[src/rtl/complete_queue_if.sv]
// Completion-queue bus: FU result lanes in, CDB result out, plus occupancy.
//   fu_valid/fu_pr_idx/fu_value/fu_rob_idx : packed per-lane results (lane i at [i*W +: W])
//   fu_ready                               : per-lane grant (combinational)
//   cdb_valid/cdb_pr_idx/cdb_value/cdb_rob_idx, cdb_ready : head-of-queue handshake
//   count                                  : registered occupancy
// master = FU cluster / CDB consumer side, slave = the queue.
interface complete_queue_if #(
  parameter int unsigned NUM_FU = 6,
  parameter int unsigned DEPTH  = 8,
  parameter int unsigned XLEN   = 32,
  parameter int unsigned PR_W   = 6,
  parameter int unsigned ROB_W  = 5
);
  localparam int unsigned CNT_W = $clog2(DEPTH) + 1;

  logic [NUM_FU-1:0]       fu_valid;
  logic [NUM_FU*PR_W-1:0]  fu_pr_idx;
  logic [NUM_FU*XLEN-1:0]  fu_value;
  logic [NUM_FU*ROB_W-1:0] fu_rob_idx;
  logic [NUM_FU-1:0]       fu_ready;
  logic                    cdb_valid;
  logic [PR_W-1:0]         cdb_pr_idx;
  logic [XLEN-1:0]         cdb_value;
  logic [ROB_W-1:0]        cdb_rob_idx;
  logic                    cdb_ready;
  logic [CNT_W-1:0]        count;

  modport master (
    output fu_valid, fu_pr_idx, fu_value, fu_rob_idx, cdb_ready,
    input  fu_ready, cdb_valid, cdb_pr_idx, cdb_value, cdb_rob_idx, count
  );

  modport slave (
    input  fu_valid, fu_pr_idx, fu_value, fu_rob_idx, cdb_ready,
    output fu_ready, cdb_valid, cdb_pr_idx, cdb_value, cdb_rob_idx, count
  );
endinterface

[src/rtl/complete_queue.sv]
// Completion buffer between the FU cluster and the CDB. Accepts up to NUM_FU
// results per cycle (highest lane first), stores them in a circular FIFO and
// presents one result per cycle to the CDB under valid/ready.
//   clock  : rising-edge clock
//   reset  : synchronous active-high reset
//   squash : synchronous flush of all queued entries
//   bus    : complete_queue_if slave (FU lanes in, CDB out, count)
module complete_queue #(
  parameter int unsigned NUM_FU = 6,
  parameter int unsigned DEPTH  = 8,
  parameter int unsigned XLEN   = 32,
  parameter int unsigned PR_W   = 6,
  parameter int unsigned ROB_W  = 5
) (
  input  logic            clock,
  input  logic            reset,
  input  logic            squash,
  complete_queue_if.slave bus
);
  localparam int unsigned PTR_W = $clog2(DEPTH);
  localparam int unsigned CNT_W = PTR_W + 1;

  typedef struct packed {
    logic [PR_W-1:0]  pr_idx;
    logic [XLEN-1:0]  value;
    logic [ROB_W-1:0] rob_idx;
  } entry_t;

  entry_t           mem_q [DEPTH];
  entry_t           mem_d [DEPTH];
  logic [PTR_W-1:0] head_q, head_d;
  logic [PTR_W-1:0] tail_q, tail_d;
  logic [CNT_W-1:0] count_q, count_d;

  logic [CNT_W-1:0]  free_c;
  logic [CNT_W-1:0]  nhigher;
  logic [CNT_W-1:0]  npush;
  logic [NUM_FU-1:0] ready_c;
  logic [PTR_W-1:0]  wr_idx;
  logic              pop;
  entry_t            head_ent;

  // Lane grant and slot write. Lanes are scanned from the top, so the running
  // count of higher valid lanes is both the grant test and the write offset:
  // every lane above an accepted lane is itself accepted.
  always_comb begin
    free_c  = CNT_W'(DEPTH) - count_q;
    nhigher = '0;
    npush   = '0;
    ready_c = '0;
    wr_idx  = '0;
    for (int k = 0; k < int'(DEPTH); k++) mem_d[k] = mem_q[k];
    for (int i = int'(NUM_FU) - 1; i >= 0; i--) begin
      ready_c[i] = !squash && (nhigher < free_c);
      if (bus.fu_valid[i]) begin
        if (ready_c[i]) begin
          wr_idx        = tail_q + PTR_W'(nhigher);
          mem_d[wr_idx] = '{pr_idx:  bus.fu_pr_idx[i*PR_W +: PR_W],
                            value:   bus.fu_value[i*XLEN +: XLEN],
                            rob_idx: bus.fu_rob_idx[i*ROB_W +: ROB_W]};
          npush         = npush + CNT_W'(1);
        end
        nhigher = nhigher + CNT_W'(1);
      end
    end
  end

  // Pointer and occupancy update; squash discards this cycle's traffic.
  always_comb begin
    pop     = (count_q != '0) && bus.cdb_ready;
    head_d  = head_q;
    tail_d  = tail_q;
    count_d = count_q;
    if (squash) begin
      head_d  = '0;
      tail_d  = '0;
      count_d = '0;
    end else begin
      head_d  = head_q + PTR_W'(pop);
      tail_d  = tail_q + PTR_W'(npush);
      count_d = count_q + npush - CNT_W'(pop);
    end
  end

  // State registers.
  always_ff @(posedge clock) begin
    if (reset) begin
      head_q  <= '0;
      tail_q  <= '0;
      count_q <= '0;
      for (int k = 0; k < int'(DEPTH); k++) mem_q[k] <= '0;
    end else begin
      head_q  <= head_d;
      tail_q  <= tail_d;
      count_q <= count_d;
      for (int k = 0; k < int'(DEPTH); k++) mem_q[k] <= mem_d[k];
    end
  end

  // Head decode; fields read as zero when the queue is empty.
  always_comb begin
    head_ent = '0;
    if (count_q != '0) head_ent = mem_q[head_q];
  end

  assign bus.fu_ready    = ready_c;
  assign bus.cdb_valid   = (count_q != '0);
  assign bus.cdb_pr_idx  = head_ent.pr_idx;
  assign bus.cdb_value   = head_ent.value;
  assign bus.cdb_rob_idx = head_ent.rob_idx;
  assign bus.count       = count_q;
endmodule

[src/flat_wrapper.sv]
// flat-port wrapper written by rule: the top's interface ports become plain ports
module complete_queue_flat 
#(
  parameter int unsigned NUM_FU = 6,
  parameter int unsigned DEPTH  = 8,
  parameter int unsigned XLEN   = 32,
  parameter int unsigned PR_W   = 6,
  parameter int unsigned ROB_W  = 5
)
  (clock, reset, squash, bus_fu_valid, bus_fu_pr_idx, bus_fu_value, bus_fu_rob_idx, bus_cdb_ready, bus_fu_ready, bus_cdb_valid, bus_cdb_pr_idx, bus_cdb_value, bus_cdb_rob_idx, bus_count);
  complete_queue_if #(.NUM_FU(NUM_FU), .DEPTH(DEPTH), .XLEN(XLEN), .PR_W(PR_W), .ROB_W(ROB_W)) bus_i ();
  input  logic clock;
  input  logic reset;
  input  logic squash;
  input wire logic [$bits(bus_i.fu_valid)-1:0] bus_fu_valid;
  input wire logic [$bits(bus_i.fu_pr_idx)-1:0] bus_fu_pr_idx;
  input wire logic [$bits(bus_i.fu_value)-1:0] bus_fu_value;
  input wire logic [$bits(bus_i.fu_rob_idx)-1:0] bus_fu_rob_idx;
  input wire logic [$bits(bus_i.cdb_ready)-1:0] bus_cdb_ready;
  output wire logic [$bits(bus_i.fu_ready)-1:0] bus_fu_ready;
  output wire logic [$bits(bus_i.cdb_valid)-1:0] bus_cdb_valid;
  output wire logic [$bits(bus_i.cdb_pr_idx)-1:0] bus_cdb_pr_idx;
  output wire logic [$bits(bus_i.cdb_value)-1:0] bus_cdb_value;
  output wire logic [$bits(bus_i.cdb_rob_idx)-1:0] bus_cdb_rob_idx;
  output wire logic [$bits(bus_i.count)-1:0] bus_count;
  assign bus_i.fu_valid = bus_fu_valid;
  assign bus_i.fu_pr_idx = bus_fu_pr_idx;
  assign bus_i.fu_value = bus_fu_value;
  assign bus_i.fu_rob_idx = bus_fu_rob_idx;
  assign bus_i.cdb_ready = bus_cdb_ready;
  assign bus_fu_ready = bus_i.fu_ready;
  assign bus_cdb_valid = bus_i.cdb_valid;
  assign bus_cdb_pr_idx = bus_i.cdb_pr_idx;
  assign bus_cdb_value = bus_i.cdb_value;
  assign bus_cdb_rob_idx = bus_i.cdb_rob_idx;
  assign bus_count = bus_i.count;
  complete_queue #(.NUM_FU(NUM_FU), .DEPTH(DEPTH), .XLEN(XLEN), .PR_W(PR_W), .ROB_W(ROB_W)) u_core (.clock(clock), .reset(reset), .squash(squash), .bus(bus_i));
endmodule
[config.mk]
export PLATFORM = sky130hd
export DESIGN_NAME = complete_queue_flat
export DESIGN_NICKNAME = d
export VERILOG_FILES = /design/src/rtl/complete_queue_if.sv /design/src/rtl/complete_queue.sv /design/src/flat_wrapper.sv
export SDC_FILE = /design/constraint.sdc
export NUM_CORES = 2
export LEC_CHECK = 0
export ABC_CLOCK_PERIOD_IN_PS = 6310
export BUFFER_PORTS_ARGS = -buffer_cell sky130_fd_sc_hd__buf_2
export CAP_MARGIN = 20
export CORE_AREA = 3 3 297 299
export CTS_CLUSTER_DIAMETER = 150
export DETAILED_ROUTE_END_ITERATION = 10
export DIE_AREA = 0 0 300 302
export PLACE_DENSITY_LB_ADDON = 0.15
export SLEW_MARGIN = 20
export SYNTH_ARGS = -nofsm -noshare
export SYNTH_HDL_FRONTEND = slang
export SYNTH_SLANG_ARGS = --single-unit
[constraint.sdc]
create_clock -name clock -period 6.31 [get_ports clock]
set_input_delay 0.9465 -clock clock [delete_from_list [all_inputs] [get_ports clock]]
set_output_delay 0.9465 -clock clock [all_outputs]
set_load 0.05 [all_outputs]
# After elaboration in Yosys (flattened, before gate mapping)
# Memories as Yosys holds them, arrays and structs flattened. A register that Yosys moved wholly into a read port is not among the register bits.
# Index checks and enable logic that the tools add are counted.
[totals] reg_bits=10 ramBits=344 inputBits=268 out_inout_bits=54 wordCells=131 mem_count=1
[classes] n_addsub=19 magnitude_cmp=18 mux=60 bitwise_logic=14 n_reduce_logical=16
[memory_table] memory="u_core.mem_q" depth=8 width=43 rd=9 rd_clocked_by_memory_dff=1 wr=8 line_no="complete_queue.sv:29" text="entry_t mem_q [DEPTH];"
[ops] cell="$mux 344" n=12
[ops] cell="$bwmux 344" n=6
[ops] cell="$demux 43 s3" n=6
[ops] cell="$mux 43" n=15
[ops] cell="$mux 4" n=15
[ops] cell="$add 4x1->4 const B" n=8
[ops] cell="$ge 4x4->1 const B" n=6
[ops] cell="$lt 4x1->1 const B" n=6
[ops] cell="$not 3->4" n=6
[ops] cell="$lt 4x4->1" n=4
[ops] cell="$add 3x3->3" n=5
[ops] cell="$logic_and 1x1->1" n=13
[ops] cell="$or 1x1->1" n=8
[ops] cell="$add 3x1->3" n=2
[ops] cell="$mux 1" n=5
[ops] cell="$add 4x4->4" n=1
[ops] cell="$lt 1x4->1" n=1
[ops] cell="$lt 1x4->1 const A" n=1
[ops] cell="$reduce_bool 4->1" n=1
[ops] cell="$sub 4x1->4" n=1
[ops] cell="$sub 4x4->4 const A" n=1
[ops] cell="$mux 3" n=1
[ops] cell="$add 1x1->2 const B" n=1
[ops] cell="$reduce_or 2->1" n=1
[ops] cell="$logic_not 1->1" n=1

# Depth between registers and ports, before layout
[depth] word_depth=24 mapped_depth=27 mapped_depth_nobuf=26

# Worst setup path before layout
# Ideal clock, no wire load.
[synth_path] path_kind="reg2reg" start="reg u_core.count_q[0], in the netlist u_core.bus.count[0]" end="reg u_core.count_q[3], in the netlist u_core.bus.count[3]" setup_time_ps=72 t_arrival_ps=6764 required_time_ps=6238 slack_ps=-526 path_stages_with_launch=28 path_buffers=1 period_less_slack_ps=6836 path_cell_list="dfxtp_1 inv_1 ha_1 and2b_1 a32o_1 buf_2 a21oi_1 ha_1 a32oi_2 inv_1 ha_1 o211ai_2 nand2_1 ha_1 and3_1 mux2i_1 o211a_1 ha_1 and4b_1 xnor3_1 ha_1 inv_1 ha_1 a21oi_1 xnor2_1 o21a_1 or4_1 mux2i_1"
[synth_via] word_cells_on_any_way=34 classes_between="8 x add/sub; 6 x order compare; 12 x mux; 8 x reduce/logical"
[synth_rtl] element="from (decl)" line_no="complete_queue.sv:33" text="logic [CNT_W-1:0] count_q, count_d;"
[synth_rtl] element="from (signal assigned)" line_no="complete_queue.sv:95" text="count_q <= count_d;"
[synth_rtl] element="$sub 4x4->4 *" line_no="complete_queue.sv:47" text="free_c = CNT_W'(DEPTH) - count_q;"
[synth_rtl] element="$lt 1x4->1 *" line_no="complete_queue.sv:54" text="ready_c[i] = !squash && (nhigher < free_c);"
[synth_rtl] element="$logic_and 1x1->1 *" line_no="complete_queue.sv:54"
[synth_rtl] element="net bus_fu_ready[4]" line_no="flat_wrapper.sv:20" text="output wire logic [$bits(bus_i.fu_ready)-1:0] bus_fu_ready;"
[synth_rtl] element="$mux 4 *" line_no="complete_queue.sv:56" text="if (ready_c[i]) begin"
[synth_rtl] element="$mux 4 *" line_no="complete_queue.sv:55" text="if (bus.fu_valid[i]) begin"
[synth_rtl] element="$add 4x1->4" line_no="complete_queue.sv:61" text="npush = npush + CNT_W'(1);"
[synth_rtl] element="$mux 4" line_no="complete_queue.sv:56"
[synth_rtl] element="[4 not listed]"
[synth_rtl] element="$add 4x1->4" line_no="complete_queue.sv:61"
[synth_rtl] element="$mux 4" line_no="complete_queue.sv:56"
[synth_rtl] element="$mux 4 *" line_no="complete_queue.sv:55"
[synth_rtl] element="$add 4x1->4" line_no="complete_queue.sv:61"
[synth_rtl] element="$mux 4" line_no="complete_queue.sv:56"
[synth_rtl] element="$mux 4 *" line_no="complete_queue.sv:55"
[synth_rtl] element="$add 4x4->4 *" line_no="complete_queue.sv:81" text="count_d = count_q + npush - CNT_W'(pop);"
[synth_rtl] element="$sub 4x1->4 *" line_no="complete_queue.sv:81"
# Mark *: on every way through the listed nets, which the timed path passes. The rest lies on a longest branch.
# A chain may end at the register's enable or synchronous reset.

# Worst setup path after layout
[layout_path] start="reg u_core.count_q[1], in the netlist u_core.bus.count[1]" end="reg u_core.count_q[3], in the netlist u_core.bus.count[3]"
[layout_via] elab_chain_len=22 word_cells_on_any_way=34 classes_between="8 x add/sub; 6 x order compare; 12 x mux; 8 x reduce/logical"
[layout_lines] element="$sub 4x4->4" line_no="complete_queue.sv:47"
[layout_lines] element="$lt 1x4->1" line_no="complete_queue.sv:54"
[layout_lines] element="$logic_and 1x1->1" line_no="complete_queue.sv:54"
[layout_lines] element="$mux 1" line_no="complete_queue.sv:56"
[layout_lines] element="$mux 4" line_no="complete_queue.sv:55"
[layout_lines] element="$add 4x1->4" line_no="complete_queue.sv:61"
[layout_lines] element="$mux 4" line_no="complete_queue.sv:56"
[layout_lines] element="$mux 4" line_no="complete_queue.sv:55"
[layout_lines] element="[6 not listed]"
[layout_lines] element="$add 4x1->4" line_no="complete_queue.sv:61"
[layout_lines] element="$mux 4" line_no="complete_queue.sv:56"
[layout_lines] element="$mux 4" line_no="complete_queue.sv:55"
[layout_lines] element="$add 4x1->4" line_no="complete_queue.sv:61"
[layout_lines] element="$mux 4" line_no="complete_queue.sv:56"
[layout_lines] element="$mux 4" line_no="complete_queue.sv:55"
[layout_lines] element="$add 4x4->4" line_no="complete_queue.sv:81"
[layout_lines] element="$sub 4x1->4 *" line_no="complete_queue.sv:81"
# Mark *: on every way between the ends. The rest lies on a longest branch, timed or not.

==> results.py <==
metrics = {
    "timing": {
        "setup_viol": 0,
        "rsz0062_at_grt": "false",
        "drv_slew": 0,
        "finalHoldViolations": 0,
        "maxSlewHeadroom_pct": 14.4,
        "fmax_mhz": 170,
        "worstMarginPinSlew_ns": 1.28,
        "skew_ns": 0.0154,
        "fin_crit_ns": 5.88,
        "fin_crit_sh_pct": 93.2,
        "setup_tns_ns": 0,
    },
    "setup_path": {
        "r2r_slack_ns": 0.43,
        "crit_fanout": 5,
        "regToRegStartpoint": "u_core.bus.count[1]$_SDFF_PP0_",
        "cp-end-kind": "flop",
        "required_ns": 6.86,
        "ff2ff_path_depth": 26,
        "regToRegEndpoint": "u_core.bus.count[3]$_SDFF_PP0_",
        "path_class": "reg2reg",
        "start_kind": "flop",
        "arrival_ns": 6.43,
    },
    "power_and_ir_drop": {
        "p_clk_share_pct": 18.4,
        "cellLeakagePower_nw": 13.0,
        "power_mw": 15.5,
        "p_sw_share_pct": 45.0,
        "p_switching_mw": 7.00,
        "powerDensity_nw_per_um2": 419,
        "pwr-share-comb_pct": 59.3,
        "intPower_mw": 8.55,
        "pwr-share-seq_pct": 22.3,
        "irDropWorstVdd_mv": 0.247,
    },
    "synthesis": {
        "muxShareOfSynthArea_pct": 17.5,
        "synthTopCellsByCount": "nor2_1 (581), o21ai_0 (481), a21oi_1 (442), clkbuf_1 (394), mux2i_1 (390)",
        "ys_seq_area_share_pct": 21.2,
        "synth_fa_ha_area_share_pct": 1.67,
        "synthXorXnorAreaFrac_pct": 0.948,
        "syn_avg_cell_area_um2": 7.43,
        "synthMostInstantiatedCell": "nor2_1",
        "synth_flop_cell": "dfxtp_1",
        "synth_top_family_by_area": "compound AO/OA/AOI/OAI gates",
        "yosys.area.top_type_share_pct": 21.2,
        "synth_compound_area_share_pct": 36.1,
        "ys_seq_elements": 354,
        "synth_cells": 4496,
        "synthArstFlopShare_pct": 0,
        "synth_area_leaders": "dfxtp_1 (21%), mux2i_1 (12%), o21ai_0 (7.2%)",
        "synth_edf_count": 0,
        "synth_simple_gate_area_share_pct": 14.1,
        "synth_cell_type_count": 72,
        "syn_nets": 4804,
        "synth_largest_area_cell": "dfxtp_1",
        "synth_area_um2": 33400,
        "yosysWarnings": 0,
    },
    "clock_network": {
        "clockBufferDepth": 3,
        "cts_tree": "done",
        "cts_buffers": 48,
        "insertion_delay_ns": 0.62,
        "cts_hold_buf": 0,
        "htree_levels": 2,
        "clockRootBuffer": "clkbuf_16",
        "cts.sinks": 354,
        "post-cts-setup-buffer-count": 0,
        "cts_resized": 0,
        "path_clk_slew_ns": 0.06,
    },
    "global_route": {
        "grt_max_degree": 125,
        "grt_pass1_wl_um": 253000,
        "grt_pass1_vias": 35700,
        "antenna_found_initial": 50,
        "grt_use_total_pct": 37.5,
        "grt_overflow_total": 0,
    },
    "detailed_routing": {
        "drc_errors": 0,
        "drt_iter0_drc": 5420,
        "wl_per_cell_um": 32.3,
        "vias": 38100,
        "drt_wl_total_um": 179000,
        "ant_nets": 0,
        "viasPerCell": 6.90,
        "drt_first_pass_iters": 7,
    },
    "place": {
        "gp_congestion": 0.886,
        "io_buffer_count": 321,
        "hpwl_um": 99600,
    },
    "floorplanning": {
        "ios": 322,
        "core-area_um2": 85400,
        "start_util_pct": 39.1,
        "rows": 107,
        "die_x_um": 300,
        "die_y_um": 302,
        "die_area_um2": 90600,
    },
    "min_path": {
        "hold_depth": 3,
        "min-delay-start": "bus_fu_value[45]",
        "min_to": "u_core.mem_q[5][18]$_SDFF_PP0_",
        "hp-class": "in2reg",
    },
    "run": {
        "maxCapViolCount": 0,
    },
    "final_layout": {
        "final_layout_size_suffix_gt1_share_pct": 15.7,
        "area_growth_pct": 11.1,
        "finalNetCount": 4631,
    },
    "outcome": {
        "status": "finished, final reports clean",
    },
}
## cells in the final DEF (no fill, tap or decap), drive strengths merged, types with 44 or more instances in the layout
master / synthesis / layout
a21oi: 443 / 443
buf: 254 / 427
clkbuf: 396 / 77
a311oi: 169 / 169
a211oi: 262 / 262
mux2i: 390 / 390
o211a: 133 / 133
o21ai: 484 / 484
a211o: 172 / 172
dfxtp: 354 / 354
nor3: 147 / 147
nand2: 327 / 327
nor2: 582 / 582
a2bb2oi: 44 / 44
mux4: 86 / 86
## cell families after synthesis
family	after synthesis
adders and majority gates	41
DFF	354
xor gates and xnor gates	30
other	1
buffers and inverters	679
AOI/OAI and AO/OA	1779
muxes	477
and+or+nand+nor	1135
## through the flow
stage	cell area [µm²]	util, %	hold WS [ns]	std cells	setup WS (ns)
6_report	37100	43.4	0.680	5528	0.431
5_1_grt	37100	43.4	0.690	5515	0.0894
4_1_cts	37000	43.4	0.666	5501	0.466
3_5_place_dp	35500	41.5	0.844	5417	0.146
3_3_place_gp	35400	41.5	0.842	5416	0.176
2_1_floorplan	33400	-	0.549	4496	0.0115
## power groups by stage
stage / Sequential, mW / Clock, mW / Combinational [mW]
6_report: 3.47 / 2.86 / 9.22
2_1_floorplan: 3.33 / 0 / 6.58
4_1_cts: 3.44 / 2.87 / 9.00
3_3_place_gp: 3.48 / 0 / 8.90
3_5_place_dp: 3.48 / 0 / 8.97
5_1_grt: 3.52 / 2.93 / 9.88
## how the worst max path moves through the flow
stage	start	to	slack, ns	depth (start not counted)
5_1_grt	u_core.bus.count[1]$_SDFF_PP0_	u_core.bus.count[3]$_SDFF_PP0_	0.09	26
3_5_place_dp	bus_fu_valid[5]	u_core.bus.count[3]$_SDFF_PP0_	0.15	25
6_report	u_core.bus.count[1]$_SDFF_PP0_	u_core.bus.count[3]$_SDFF_PP0_	0.43	26
4_1_cts	u_core.bus.count[1]$_SDFF_PP0_	u_core.bus.count[3]$_SDFF_PP0_	0.47	26
2_1_floorplan	u_core.bus.count[0]$_SDFF_PP0_	u_core.bus.count[3]$_SDFF_PP0_	0.01	27
3_3_place_gp	bus_fu_valid[5]	u_core.bus.count[3]$_SDFF_PP0_	0.18	25
## worst max-delay path: stages, from the launching register on
cell      delay (ns)
dfxtp_1         0.39
inv_1           0.10
ha_1            0.22
nor2_1          0.36
a31oi_2         0.15
and3_1          0.21
ha_1            0.33
a32oi_2         0.30
inv_1           0.10
ha_1            0.33
o211ai_2        0.11
nand2_1         0.14
ha_1            0.31
and3_1          0.15
mux2i_1         0.12
o211a_1         0.19
ha_1            0.23
mux2i_1         0.28
ha_1            0.32
inv_1           0.07
ha_1            0.22
a21o_1          0.17
a21oi_1         0.18
xnor2_1         0.11
o21a_1          0.12
or4_1           0.46
mux2i_1         0.13
## registers in the layout, indices dropped and copies added (netlist names)
name,flops
u_core.tail_q,3
u_core.head_q,3
u_core.bus.count,4
u_core.mem_q,344
## area by class of cell
type | instances | area (µm²)
Clock buffer | 77 | 1500
Sequential cell | 354 | 7100
Multi-Input combinational cell | 3463 | 24000
Clock inverter | 7 | 75.1
Timing Repair Buffer | 427 | 2820
Fill cell | 8690 | 48300
Tap cell | 1144 | 1430
Inverter | 29 | 109
Antenna cell | 27 | 67.6
## layer usage
layer  routed length (µm)  GRT usage, %  up-vias
met5                  192             0        -
met4                11000          20.9       28
met3                22900          9.67      765
met2                77200          58.3     3037
met1                67300          47.4    17900
li1                     -             -    16400
(Power assumes the default switching activity.)
